===== src/rtl/chip_select_controller_pkg.sv =====
// Shared types and default region map for the 68000 chip-select controller.
// Region r sits in the r-th slice of every packed map (region 0 in the LSBs).
package chip_select_controller_pkg;

  typedef enum logic [1:0] {
    ST_IDLE = 2'd0,
    ST_WAIT = 2'd1,
    ST_ACK  = 2'd2,
    ST_BERR = 2'd3
  } cs_state_e;

  localparam logic [1:0] A15_ANY = 2'b00;
  localparam logic [1:0] A15_LO  = 2'b10;
  localparam logic [1:0] A15_HI  = 2'b11;

  localparam int CSC_NUM_REGIONS = 6;
  localparam int CSC_WS_W        = 4;

  localparam logic [15:0] SEG_FLASH  = 16'h0001 | 16'h4000;
  localparam logic [15:0] SEG_WRAM   = 16'h0002;
  localparam logic [15:0] SEG_EEPROM = 16'h0004;
  localparam logic [15:0] SEG_EXPAN  = 16'h0008;
  localparam logic [15:0] SEG_PIO    = 16'h8000;
  localparam logic [15:0] SEG_SPARE  = 16'h0000;

  localparam logic [CSC_NUM_REGIONS*16-1:0] CSC_REGION_SEG = {
    SEG_SPARE, SEG_PIO, SEG_EXPAN,
    SEG_EEPROM, SEG_WRAM, SEG_FLASH
  };

  localparam logic [CSC_NUM_REGIONS*2-1:0] CSC_REGION_A15 = {
    A15_LO, A15_HI, A15_ANY,
    A15_ANY, A15_ANY, A15_ANY
  };

  localparam logic [CSC_NUM_REGIONS*CSC_WS_W-1:0] CSC_REGION_WS = {
    4'd0, 4'd3, 4'd0,
    4'd1, 4'd0, 4'd2
  };

  localparam logic [CSC_NUM_REGIONS-1:0] CSC_REGION_EXT = 6'b001000;

  function automatic logic a15_ok(
    input logic [1:0] qual,
    input logic       a15
  );
    return !qual[1] || (a15 == qual[0]);
  endfunction

endpackage


===== src/rtl/chip_select_controller_if.sv =====
// CPU-side bus bundle of the chip-select controller.
// The controller is the slave; the CPU/bench side is the master.
interface chip_select_controller_if
  import chip_select_controller_pkg::*;
#(
  parameter int NUM_REGIONS = CSC_NUM_REGIONS
);

  logic                   as_n;
  logic [3:0]             adh;
  logic                   adm15;
  logic                   ext_dtack_n;
  logic [NUM_REGIONS-1:0] cs_n;
  logic                   dtack_n;
  logic                   berr_n;

  modport master (
    output as_n,
    output adh,
    output adm15,
    output ext_dtack_n,
    input  cs_n,
    input  dtack_n,
    input  berr_n
  );

  modport slave (
    input  as_n,
    input  adh,
    input  adm15,
    input  ext_dtack_n,
    output cs_n,
    output dtack_n,
    output berr_n
  );

endinterface


===== src/rtl/chip_select_controller_region_match.sv =====
// Combinational priority match of a segment/A15 pair to a region index.
// Lowest matching index wins; force0 selects region 0 unconditionally.
module cs_region_match
  import chip_select_controller_pkg::*;
#(
  parameter int NUM_REGIONS = CSC_NUM_REGIONS,
  parameter int IDX_W       = 3,
  parameter logic [NUM_REGIONS*16-1:0] REGION_SEG = CSC_REGION_SEG,
  parameter logic [NUM_REGIONS*2-1:0]  REGION_A15 = CSC_REGION_A15
) (
  input  logic [3:0]       seg,
  input  logic             a15,
  input  logic             force0,
  output logic [IDX_W-1:0] idx,
  output logic             hit
);

  always_comb begin
    logic [15:0] map;
    logic [1:0]  qual;
    idx  = '0;
    hit  = force0;
    map  = '0;
    qual = '0;
    if (!force0) begin
      for (int r = NUM_REGIONS - 1; r >= 0; r--) begin
        map  = REGION_SEG[r*16 +: 16];
        qual = REGION_A15[r*2 +: 2];
        if (map[seg] && a15_ok(qual, a15)) begin
          hit = 1'b1;
          idx = IDX_W'(r);
        end
      end
    end
  end

endmodule


===== src/rtl/chip_select_controller.sv =====
// Registered 68000 chip-select decoder with wait states, DTACK and BERR.
// Owns the boot overlay flag that maps flash over work RAM after reset.
module chip_select_controller
  import chip_select_controller_pkg::*;
#(
  parameter int NUM_REGIONS = CSC_NUM_REGIONS,
  parameter int WS_W        = CSC_WS_W,
  parameter logic [NUM_REGIONS*16-1:0]   REGION_SEG = CSC_REGION_SEG,
  parameter logic [NUM_REGIONS*2-1:0]    REGION_A15 = CSC_REGION_A15,
  parameter logic [NUM_REGIONS*WS_W-1:0] REGION_WS  = CSC_REGION_WS,
  parameter logic [NUM_REGIONS-1:0]      REGION_EXT = CSC_REGION_EXT,
  parameter int         TIMEOUT     = 64,
  parameter logic [3:0] OVERLAY_SEG = 4'h1,
  parameter logic [3:0] MIRROR_SEG  = 4'hE
) (
  input  logic clk,
  input  logic reset_n,
  chip_select_controller_if.slave bus,
  input  logic overlay_clr,
  output logic overlay
);

  localparam int IDX_W = (NUM_REGIONS > 1) ? $clog2(NUM_REGIONS) : 1;
  localparam int TW    = $clog2(TIMEOUT + 1);

  cs_state_e state_q, state_d;

  logic as_meta_q, as_meta_d;
  logic as_s_q, as_s_d;
  logic ext_meta_q, ext_meta_d;
  logic ext_s_q, ext_s_d;
  logic [1:0] prime_q, prime_d;
  logic armed_q, armed_d;
  logic hit_q, hit_d;
  logic ext_q, ext_d;
  logic [WS_W-1:0] cnt_q, cnt_d;
  logic [TW-1:0] tcnt_q, tcnt_d;
  logic [NUM_REGIONS-1:0] cs_n_q, cs_n_d;
  logic dtack_n_q, dtack_n_d;
  logic berr_n_q, berr_n_d;
  logic overlay_q, overlay_d;

  logic [IDX_W-1:0] m_idx;
  logic             m_hit;
  logic             force0;

  logic [WS_W-1:0] ws_tab  [NUM_REGIONS];
  logic            ext_tab [NUM_REGIONS];

  for (genvar g = 0; g < NUM_REGIONS; g++) begin : g_tab
    assign ws_tab[g]  = REGION_WS[g*WS_W +: WS_W];
    assign ext_tab[g] = REGION_EXT[g];
  end

  assign force0 = overlay_q && (bus.adh == OVERLAY_SEG);

  cs_region_match #(
    .NUM_REGIONS (NUM_REGIONS),
    .IDX_W       (IDX_W),
    .REGION_SEG  (REGION_SEG),
    .REGION_A15  (REGION_A15)
  ) u_match (
    .seg    (bus.adh),
    .a15    (bus.adm15),
    .force0 (force0),
    .idx    (m_idx),
    .hit    (m_hit)
  );

  always_comb begin
    as_meta_d  = bus.as_n;
    as_s_d     = as_meta_q;
    ext_meta_d = bus.ext_dtack_n;
    ext_s_d    = ext_meta_q;
    // prime_q[1] marks the sync chain as holding real strobe samples
    prime_d    = {prime_q[0], 1'b1};
    state_d    = state_q;
    armed_d    = armed_q;
    hit_d      = hit_q;
    ext_d      = ext_q;
    cnt_d      = cnt_q;
    tcnt_d     = tcnt_q;
    cs_n_d     = cs_n_q;
    dtack_n_d  = dtack_n_q;
    berr_n_d   = berr_n_q;
    overlay_d  = overlay_q & ~overlay_clr;

    unique case (state_q)
      ST_IDLE: begin
        cs_n_d    = '1;
        dtack_n_d = 1'b1;
        berr_n_d  = 1'b1;
        if (armed_q && !as_s_q) begin
          armed_d = 1'b0;
          hit_d   = m_hit;
          ext_d   = m_hit && ext_tab[m_idx];
          cnt_d   = ws_tab[m_idx];
          // tcnt counts cycles since decode, decode cycle included
          tcnt_d  = TW'(1);
          if (m_hit) begin
            cs_n_d = ~(NUM_REGIONS'(1) << m_idx);
            if (bus.adh == MIRROR_SEG) overlay_d = 1'b0;
          end
          if (m_hit && !ext_tab[m_idx] && ws_tab[m_idx] == '0) begin
            state_d   = ST_ACK;
            dtack_n_d = 1'b0;
          end else begin
            state_d = ST_WAIT;
          end
        end else if (as_s_q && prime_q[1]) begin
          armed_d = 1'b1;
        end
      end

      ST_WAIT: begin
        if (as_s_q) begin
          state_d = ST_IDLE;
          cs_n_d  = '1;
        end else if (hit_q && !ext_q) begin
          if (cnt_q <= WS_W'(1)) begin
            state_d   = ST_ACK;
            dtack_n_d = 1'b0;
          end else begin
            cnt_d = cnt_q - 1'b1;
          end
        end else if (ext_q && !ext_s_q) begin
          state_d   = ST_ACK;
          dtack_n_d = 1'b0;
        end else if (tcnt_q >= TW'(TIMEOUT - 1)) begin
          state_d  = ST_BERR;
          berr_n_d = 1'b0;
          cs_n_d   = '1;
        end else begin
          tcnt_d = tcnt_q + 1'b1;
        end
      end

      ST_ACK, ST_BERR: begin
        if (as_s_q) begin
          state_d   = ST_IDLE;
          cs_n_d    = '1;
          dtack_n_d = 1'b1;
          berr_n_d  = 1'b1;
        end
      end

      default: state_d = ST_IDLE;
    endcase
  end

  always_ff @(posedge clk or negedge reset_n) begin
    if (!reset_n) begin
      state_q    <= ST_IDLE;
      as_meta_q  <= 1'b1;
      as_s_q     <= 1'b1;
      ext_meta_q <= 1'b1;
      ext_s_q    <= 1'b1;
      prime_q    <= '0;
      armed_q    <= 1'b0;
      hit_q      <= 1'b0;
      ext_q      <= 1'b0;
      cnt_q      <= '0;
      tcnt_q     <= '0;
      cs_n_q     <= '1;
      dtack_n_q  <= 1'b1;
      berr_n_q   <= 1'b1;
      overlay_q  <= 1'b1;
    end else begin
      state_q    <= state_d;
      as_meta_q  <= as_meta_d;
      as_s_q     <= as_s_d;
      ext_meta_q <= ext_meta_d;
      ext_s_q    <= ext_s_d;
      prime_q    <= prime_d;
      armed_q    <= armed_d;
      hit_q      <= hit_d;
      ext_q      <= ext_d;
      cnt_q      <= cnt_d;
      tcnt_q     <= tcnt_d;
      cs_n_q     <= cs_n_d;
      dtack_n_q  <= dtack_n_d;
      berr_n_q   <= berr_n_d;
      overlay_q  <= overlay_d;
    end
  end

  assign bus.cs_n    = cs_n_q;
  assign bus.dtack_n = dtack_n_q;
  assign bus.berr_n  = berr_n_q;
  assign overlay     = overlay_q;

endmodule


===== src/flat_wrapper.sv =====
// flat-port wrapper written by rule: the top's interface ports become plain ports
module chip_select_controller_flat import chip_select_controller_pkg::*;
#(
  parameter int NUM_REGIONS = CSC_NUM_REGIONS,
  parameter int WS_W        = CSC_WS_W,
  parameter logic [NUM_REGIONS*16-1:0]   REGION_SEG = CSC_REGION_SEG,
  parameter logic [NUM_REGIONS*2-1:0]    REGION_A15 = CSC_REGION_A15,
  parameter logic [NUM_REGIONS*WS_W-1:0] REGION_WS  = CSC_REGION_WS,
  parameter logic [NUM_REGIONS-1:0]      REGION_EXT = CSC_REGION_EXT,
  parameter int         TIMEOUT     = 64,
  parameter logic [3:0] OVERLAY_SEG = 4'h1,
  parameter logic [3:0] MIRROR_SEG  = 4'hE
)
  (clk, reset_n, overlay_clr, overlay, bus_as_n, bus_adh, bus_adm15, bus_ext_dtack_n, bus_cs_n, bus_dtack_n, bus_berr_n);
  chip_select_controller_if #(.NUM_REGIONS(NUM_REGIONS)) bus_i ();
  input  logic clk;
  input  logic reset_n;
  input  logic overlay_clr;
  output logic overlay;
  input wire logic [$bits(bus_i.as_n)-1:0] bus_as_n;
  input wire logic [$bits(bus_i.adh)-1:0] bus_adh;
  input wire logic [$bits(bus_i.adm15)-1:0] bus_adm15;
  input wire logic [$bits(bus_i.ext_dtack_n)-1:0] bus_ext_dtack_n;
  output wire logic [$bits(bus_i.cs_n)-1:0] bus_cs_n;
  output wire logic [$bits(bus_i.dtack_n)-1:0] bus_dtack_n;
  output wire logic [$bits(bus_i.berr_n)-1:0] bus_berr_n;
  assign bus_i.as_n = bus_as_n;
  assign bus_i.adh = bus_adh;
  assign bus_i.adm15 = bus_adm15;
  assign bus_i.ext_dtack_n = bus_ext_dtack_n;
  assign bus_cs_n = bus_i.cs_n;
  assign bus_dtack_n = bus_i.dtack_n;
  assign bus_berr_n = bus_i.berr_n;
  chip_select_controller #(.NUM_REGIONS(NUM_REGIONS), .WS_W(WS_W), .REGION_SEG(REGION_SEG), .REGION_A15(REGION_A15), .REGION_WS(REGION_WS), .REGION_EXT(REGION_EXT), .TIMEOUT(TIMEOUT), .OVERLAY_SEG(OVERLAY_SEG), .MIRROR_SEG(MIRROR_SEG)) u_core (.clk(clk), .reset_n(reset_n), .bus(bus_i), .overlay_clr(overlay_clr), .overlay(overlay));
endmodule

===== config.mk =====
export PLATFORM = sky130hd
export DESIGN_NAME = chip_select_controller_flat
export DESIGN_NICKNAME = d
export VERILOG_FILES = /design/src/rtl/chip_select_controller_pkg.sv /design/src/rtl/chip_select_controller_if.sv /design/src/rtl/chip_select_controller_region_match.sv /design/src/rtl/chip_select_controller.sv /design/src/flat_wrapper.sv
export SDC_FILE = /design/constraint.sdc
export NUM_CORES = 1
export LEC_CHECK = 0
export ABC_AREA = 0
export CORE_MARGIN = 4
export CORE_UTILIZATION = 40
export CTS_CLUSTER_DIAMETER = 100
export DETAILED_ROUTE_END_ITERATION = 8
export DONT_BUFFER_PORTS = 1
export HOLD_SLACK_MARGIN = 0.12
export MAX_ROUTING_LAYER = met4
export PLACE_DENSITY = 0.58
export SETUP_SLACK_MARGIN = 0.05
export SLEW_MARGIN = 20
export SYNTH_ARGS = -nofsm -noshare
export SYNTH_HDL_FRONTEND = slang
export SYNTH_HIERARCHICAL = 1
export SYNTH_SLANG_ARGS = --single-unit

===== constraint.sdc =====
create_clock -name clk -period 2.7 [get_ports clk]
set_clock_uncertainty 0.15 [all_clocks]
set_input_delay 0.54 -clock clk [delete_from_list [all_inputs] [get_ports clk]]
set_output_delay 0.54 -clock clk [all_outputs]
set_load 0.005 [all_outputs]

After elaboration in Yosys (flattened, before gate mapping)
Memories as Yosys holds them, arrays and structs flattened.
Cells that the tools add are included.
- ROM bits: 136
- latch bits: 0
- output and inout bits: 9
- logic and storage cells: 154
- memories kept: 8
- bits of input ports: 10
- memory bits (writable): 0
- bits in registers: 31
- multiplexer cells: 71
- reductions and logical operators: 27
- multiply operators: 0
- add/sub/neg operators: 2
- equal/unequal tests: 21
- shifts and indexed selects: 1
- bitwise gates (word level): 5
- divide/modulo/power cells: 0
- order comparisons: 4
- memories (name ; depth ; width ; read ports ; clocked after memory_dff ; write ports ; RTL line ; text):
    (name not given) ; 8 ; 4 ; 1 ; 0 ; 0 ; chip_select_controller.sv:97 ; cnt_d = ws_tab[m_idx];
    (name not given) ; 16 ; 1 ; 1 ; 0 ; 0 ; chip_select_controller_region_match.sv:29 ; if (map[seg] && a15_ok(qual, a15)) begin
    (name not given) ; 16 ; 1 ; 1 ; 0 ; 0 ; chip_select_controller_region_match.sv:29 ;
    (name not given) ; 16 ; 1 ; 1 ; 0 ; 0 ; chip_select_controller_region_match.sv:29 ;
    (name not given) ; 16 ; 1 ; 1 ; 0 ; 0 ; chip_select_controller_region_match.sv:29 ;
    (name not given) ; 16 ; 1 ; 1 ; 0 ; 0 ; chip_select_controller_region_match.sv:29 ;
    +2 memories ; -- ; -- ; -- ; -- ; -- ; -- ;
- operators with widths (operator ; number):
    2-to-1 mux 6 bit ; 7
    2-to-1 mux 7 bit ; 5
    2-to-1 mux 1 bit ; 32
    2-to-1 mux 4 bit ; 6
    2-to-1 mux 3 bit ; 7
    one-hot mux 6 bit (3 select lines) ; 1
    2-to-1 mux 2 bit ; 8
    one-hot mux 7 bit (2 select lines) ; 1
    AND reduction 4 bit ; 3
    logical AND 1 bit ; 10
    != test 2 bit, second input constant ; 5
    AND reduction 5 bit ; 2
    != test 2 x 1 -> 1 bit, second input constant ; 4
    one-hot mux 4 bit (2 select lines) ; 1
    adder 7 x 1 -> 7 bit, second input constant ; 1
    greater-or-equal comparator 7 x 6 -> 1 bit, second input constant ; 1
    != test 3 x 1 -> 1 bit, second input constant ; 2
    != test 3 x 2 -> 1 bit, second input constant ; 2
    inverter 6 bit ; 1
    one-hot mux 1 bit (3 select lines) ; 2
    one-hot mux 2 bit (3 select lines) ; 1
    AND reduction 6 bit ; 1
    << shifter 1 x 3 -> 6 bit, first input constant ; 1
    < comparator 4 x 5 -> 1 bit, second input constant ; 1
    19 further kinds ; 26

Longest topological paths before layout
- word-level depth: 20
- mapped depth: 8
- depth with buffers taken out: 8

Hierarchy
The synthesis kept the hierarchy.
- by module, submodules not included (module ; cells an instance ; area each (µm²) ; instances ; seq. area each (µm²)):
    chip_select_controller ; 162 ; 1629.1 ; 1 ; 792.0
    cs_region_match ; 9 ; 60.1 ; 1 ; 0.0

Worst setup path before layout
OpenSTA, ideal clock, no wires.
- kind: in2reg
- start point: in bus_adh[3]
- end point: reg u_core.cnt_q[0]
- buffers on the path: 0
- arrival time: 2.060 ns
- setup time: 0.087 ns
- cell stages on the path: 8
- path slack: 0.403 ns
- required time: 2.463 ns
- cell sequence: nor2_1 > and4b_1 > nand2b_1 > nor3_1 > nor2_1 > nor2_1 > or4b_2 > o211ai_1
- elaborated cells on any way between the ends: 29
- those cells by class: eq/ne (1); mux (17); bitwise (1); reduce/logical (3); memory (7)
- RTL lines (element ; RTL line ; text):
    start: declaration ; flat_wrapper.sv:21 ; input wire logic [$bits(bus_i.adh)-1:0] bus_adh;
    == test 4 x 1 -> 1 bit ; chip_select_controller.sv:55 ; assign force0 = overlay_q && (bus.adh == OVERLAY_SEG);
    logical AND 1 bit ; chip_select_controller.sv:55 ;
    named net u_core.force0 ; chip_select_controller.sv:45 ; logic force0;
    2-to-1 mux 3 bit ; chip_select_controller_region_match.sv:25 ; if (!force0) begin
    named net u_core.m_idx[1] ; chip_select_controller.sv:43 ; logic [IDX_W-1:0] m_idx;
    inverter 3 -> 4 bit (not written as such) ; chip_select_controller.sv:97 ;
    memory read (8 x 4 bit) ; -- ;
    2-to-1 mux 4 bit (not written as such) (2 in a row) ; chip_select_controller.sv:97 ;
    2-to-1 mux 4 bit ; chip_select_controller.sv:93 ; if (armed_q && !as_s_q) begin
    one-hot mux 4 bit (2 select lines) ; chip_select_controller.sv:88 ; unique case (state_q)
    end signal: assignment ; chip_select_controller.sv:178 ; cnt_q <= cnt_d;
    end: declaration ; chip_select_controller.sv:36 ; logic [WS_W-1:0] cnt_q, cnt_d;
The timed path passes the listed nets, and every way through them passes these cells. The select of a mux whose other input is x is not followed.
A chain may end at the register's enable or synchronous reset.

Worst setup path after layout
- start point: reg u_core.overlay_q, in the netlist u_core/overlay
- end point: reg u_core.cnt_q[0]
- longest elaborated chain between the ends: 8
- RTL lines (element ; RTL line ; text):
    start: declaration ; chip_select_controller.sv:41 ; logic overlay_q, overlay_d;
    start signal: assignment ; chip_select_controller.sv:183 ; overlay_q <= overlay_d;
    logical AND 1 bit ; chip_select_controller.sv:55 ;
    named net u_core.force0 ; chip_select_controller.sv:45 ;
    2-to-1 mux 3 bit ; chip_select_controller_region_match.sv:25 ;
    named net u_core.m_idx[2] ; chip_select_controller.sv:43 ;
    inverter 3 -> 4 bit (not written as such) ; chip_select_controller.sv:97 ;
    memory read (8 x 4 bit) ; -- ;
    2-to-1 mux 4 bit (not written as such) (2 in a row) ; chip_select_controller.sv:97 ;
    2-to-1 mux 4 bit ; chip_select_controller.sv:93 ;
    one-hot mux 4 bit (2 select lines) ; chip_select_controller.sv:88 ;
The timed path passes the listed nets, and every way through them passes these cells. The select of a mux whose other input is x is not followed.

==> summary.md <==
| Metric | Value |
|---|---|
| Die H | `73.0 µm` |
| DRT Wirelength | `3630 µm` |
| Final core utilization | `46.9%` |
| Worst hold path type | `primary input to register` |
| Vias after detailed routing | `1326` |
| WP data arrival | `2.21 ns` |
| Cts repair resizes | `0` |
| Part of the cycle the worst path needs | `80.0%` |
| Layout cells sized above 1 | `17.1%` |
| Worst slew pin tran | `0.515 ns` |
| # setup viols final | `0` |
| Core ar. | `0.00403 mm²` |
| Clk pin slew, worst setup/hold paths | `about 0.07 ns` |
| Initial antenna violation count | `0` |
| Pre-antenna DRT Iters | `4` |
| Mux share of post-synthesis cell area | `4.81%` |
| Layout area overhead | `11.9%` |
| ANT cells | `0` |
| R2R setup slack | `0.54 ns` |
| RSZ-0062 raised after global routing | `no` |
| Ys Warns | `6` |
| Syn avg cell area | `between 9 and 10 µm²` |
| Post-DP HPWL | `2590 µm` |
| Sequential standard cell area | `792 µm²` |
| Htree depth | `2` |
| Worst vdd ir | `0.000434 V` |
| Max Slew Vio Count | `0` |
| Post-synth EDFFs | `0` |
| Residual DRC count | `0` |
| Vias in the first global route | `1248` |
| Sequential area share after synthesis | `a little under half` |
| Setup Fix Bufs, Post-CTS | `0` |
| Row count | `23` |
| DRT antenna net count | `0` |
| RePlAce Congestion | `0.820` |
| Startpoint types | `register` |
| Crit path top cell by count | `nor2_1` |
| Worst r2r src | `u_core/overlay` |
| Synth Area in XOR/XNOR | `0%` |
| Root buffer cell | `clkbuf_8` |
| Critical path type | `register to register` |
| Bufs and invs on worst path | `0` |
| Fin nets | `~190` |
| Die Width | `73.0 µm` |
| Crit path max fanout | `5` |
| R2R cell count | `7` |
| Synth Area in Simple Gates | `28.1%` |
| TritonCTS Buffers | `5` |
| Die Area | `0.00533 mm²` |
| #FFs+latches synth | `31` |
| PortBufs | `0` |
| Min cycle time layout | `about 2.2 ns` |
| Most common flop cell mapped by yosys | `dfrtp_1` |
| Main combinational cell family by area after synthesis | `simple AND/OR/NAND/NOR gates` |
| Worst hold slack | `0.132 ns` |
| Crit path depth | `7` |
| Gr ovfl total | `0` |
| Hold Fails Final Rpt | `0` |
| Crit path cell chain | `and4b_1 > nand2b_1 > nor2_1 > nor2_1 > nor2_1 > or4b_2 > o211ai_1` |
| Critical R2R Capture | `u_core/cnt_q[0]` |
| Ports | `19` |
| Skew-Pair Late Insertion Delay | `0.28 ns` |
| Clock sinks | `31` |
| First-pass GRT wire length | `6130 µm` |
| Starting density of the core | `41.9%` |
| Top delay family on crit path | `simple AND/OR/NAND/NOR gates` |
| # hold bufs at CTS | `4` |
| Max-cap violations | `0` |
| TritonCTS clock tree | `yes` |
| Synth unique cells | `48` |
| CP Data Required Time | `2.75 ns` |
| Synth Cell Area | `0.00169 mm²` |
| Synth Area in Adders | `2.22%` |
| CP peak stage delay | `0.60 ns` |
| CP endpoint | `u_core/cnt_q[0]` |
| Synth Area in Compound Gates | `13.9%` |
| Routed WL per cell | `about 16 µm` |
| Leakage | `just under 0.8 nW` |
| Worst Setup SP | `u_core/overlay` |
| Async set-or-reset flop fraction in the synthesized netlist | `100%` |
| DRT iter0 DRCs | `70` |
| CP Capture Type | `register` |
| Total negative setup slack | `0 ns` |
| Cell count after synthesis | `171` |
| Longest Clk Path Bufs | `2` |
| Relative slew slack | `about two thirds` |
| Critical-path top delay cell | `or4b_2` |
| DR vias/cell | `between 5 and 6` |
| Net Count, Synth | `between 150 and 200` |
| Status | `complete, no violations` |
| Highest Clock Rate | `~0.46 GHz` |
| Fill cell total of the finished layout | `378` |
| Total GRT Usage | `15.6%` |
| Pwr per Cell Area | `~930 mW/mm²` |
| Largest net degree at the start of global routing | `32` |
| Multi-input gate area | `approximately 830 µm²` |
worst min path at each step:
stage / start / end / slack [ns] / cells past startpoint
4_1_cts: overlay_clr / u_core/overlay / 0.12 / 1
2_1_floorplan: reset_n / u_core/armed_q / 0.09 / 0
5_1_grt: overlay_clr / u_core/overlay / 0.12 / 1
3_3_place_gp: reset_n / u_core/cnt_q[2] / 0.1 / 0
3_5_place_dp: reset_n / u_core/cnt_q[2] / 0.1 / 0
6_report: overlay_clr / u_core/overlay / 0.13 / 1
stage by stage:
step                cells  setup slack, ns  cell area (µm²)  total power [mW]
floorplan             171            0.403             1690              1.16
global placement      219            0.435             1730              1.28
detailed placement    219            0.356             1730              1.30
CTS                   231            0.554             1890              1.78
global route          231            0.389             1890              1.89
finish                231            0.539             1890              1.77
cells in the mapped netlist, drive strengths merged (4+ instances only):
master,number,share of area [%]
nand2,19,4.2
dfrtp,18,27
nor2,17,3.8
dfstp,13,20
nand2b,8,3.0
inv,7,1.6
mux2i,7,4.1
a21oi,6,1.8
nand3,6,1.8
nor2b,5,1.9
nor3,5,1.5
o21ai,5,1.5
buf,4,2.3
nor3b,4,1.8
routing by layer:
layer	up-vias	GRT usage, %	routed length [µm]
met3	4	4.41	220
li1	636	-	-
met5	-	-	0
met2	31	21.4	1660
met4	0	6.76	55
met1	655	21.3	1690
registers in the layout, summed over array words and instances (netlist names), 2 cells and up:
| register | cells |
|---|---|
| u_core/tcnt_q | 7 |
| u_core/bus.cs_n | 6 |
| u_core/cnt_q | 4 |
| u_core/prime_q | 2 |
| u_core/state_q | 2 |
report_power, final:
| part | leakage, nW | total, mW | switching, mW | internal (mW) |
|---|---|---|---|---|
| logic | 0.346 | 0.609 | 0.339 | 0.270 |
| clock network | 0.0581 | 0.454 | 0.179 | 0.274 |
| registers | 0.366 | 0.704 | 0.140 | 0.564 |
| total | 0.770 | 1.77 | 0.659 | 1.11 |
cell type report:
type,instances,area share [%]
Timing Repair Buffer,6,3.44
Tap cell,50,3.31
Multi-Input combinational cell,129,44.0
Clock buffer,5,3.64
Inverter,7,1.39
Clock inverter,3,2.32
Sequential cell,31,41.9
layout by cell type, fill, tap and decap left out, drive strengths merged, types with 2 or more instances in the layout:
cell	n
a211oi	3
a21o	2
a21oi	6
a22oi	2
buf	3
clkbuf	5
clkinv	2
dfrtp	18
dfstp	13
dlygate4sd3	3
ha	3
inv	7
mux2i	7
nand2	19
nand2b	8
nand3	6
nand4	3
nor2	17
nor2b	5
nor3	5
nor3b	4
nor4	3
nor4b	3
o21ai	5
o311ai	2
o41ai	3
or2	2
or3	2
or4b	2
logic make-up (layout without fill, tap and decap cells):
group,count (synthesis),after routing
other cells,1,1
compound gates,33,33
buf+inv,11,21
simple gates,84,84
fa+ha+maj,3,3
flops,31,31
mux,8,8
Power figures use the tool's default switching activity.
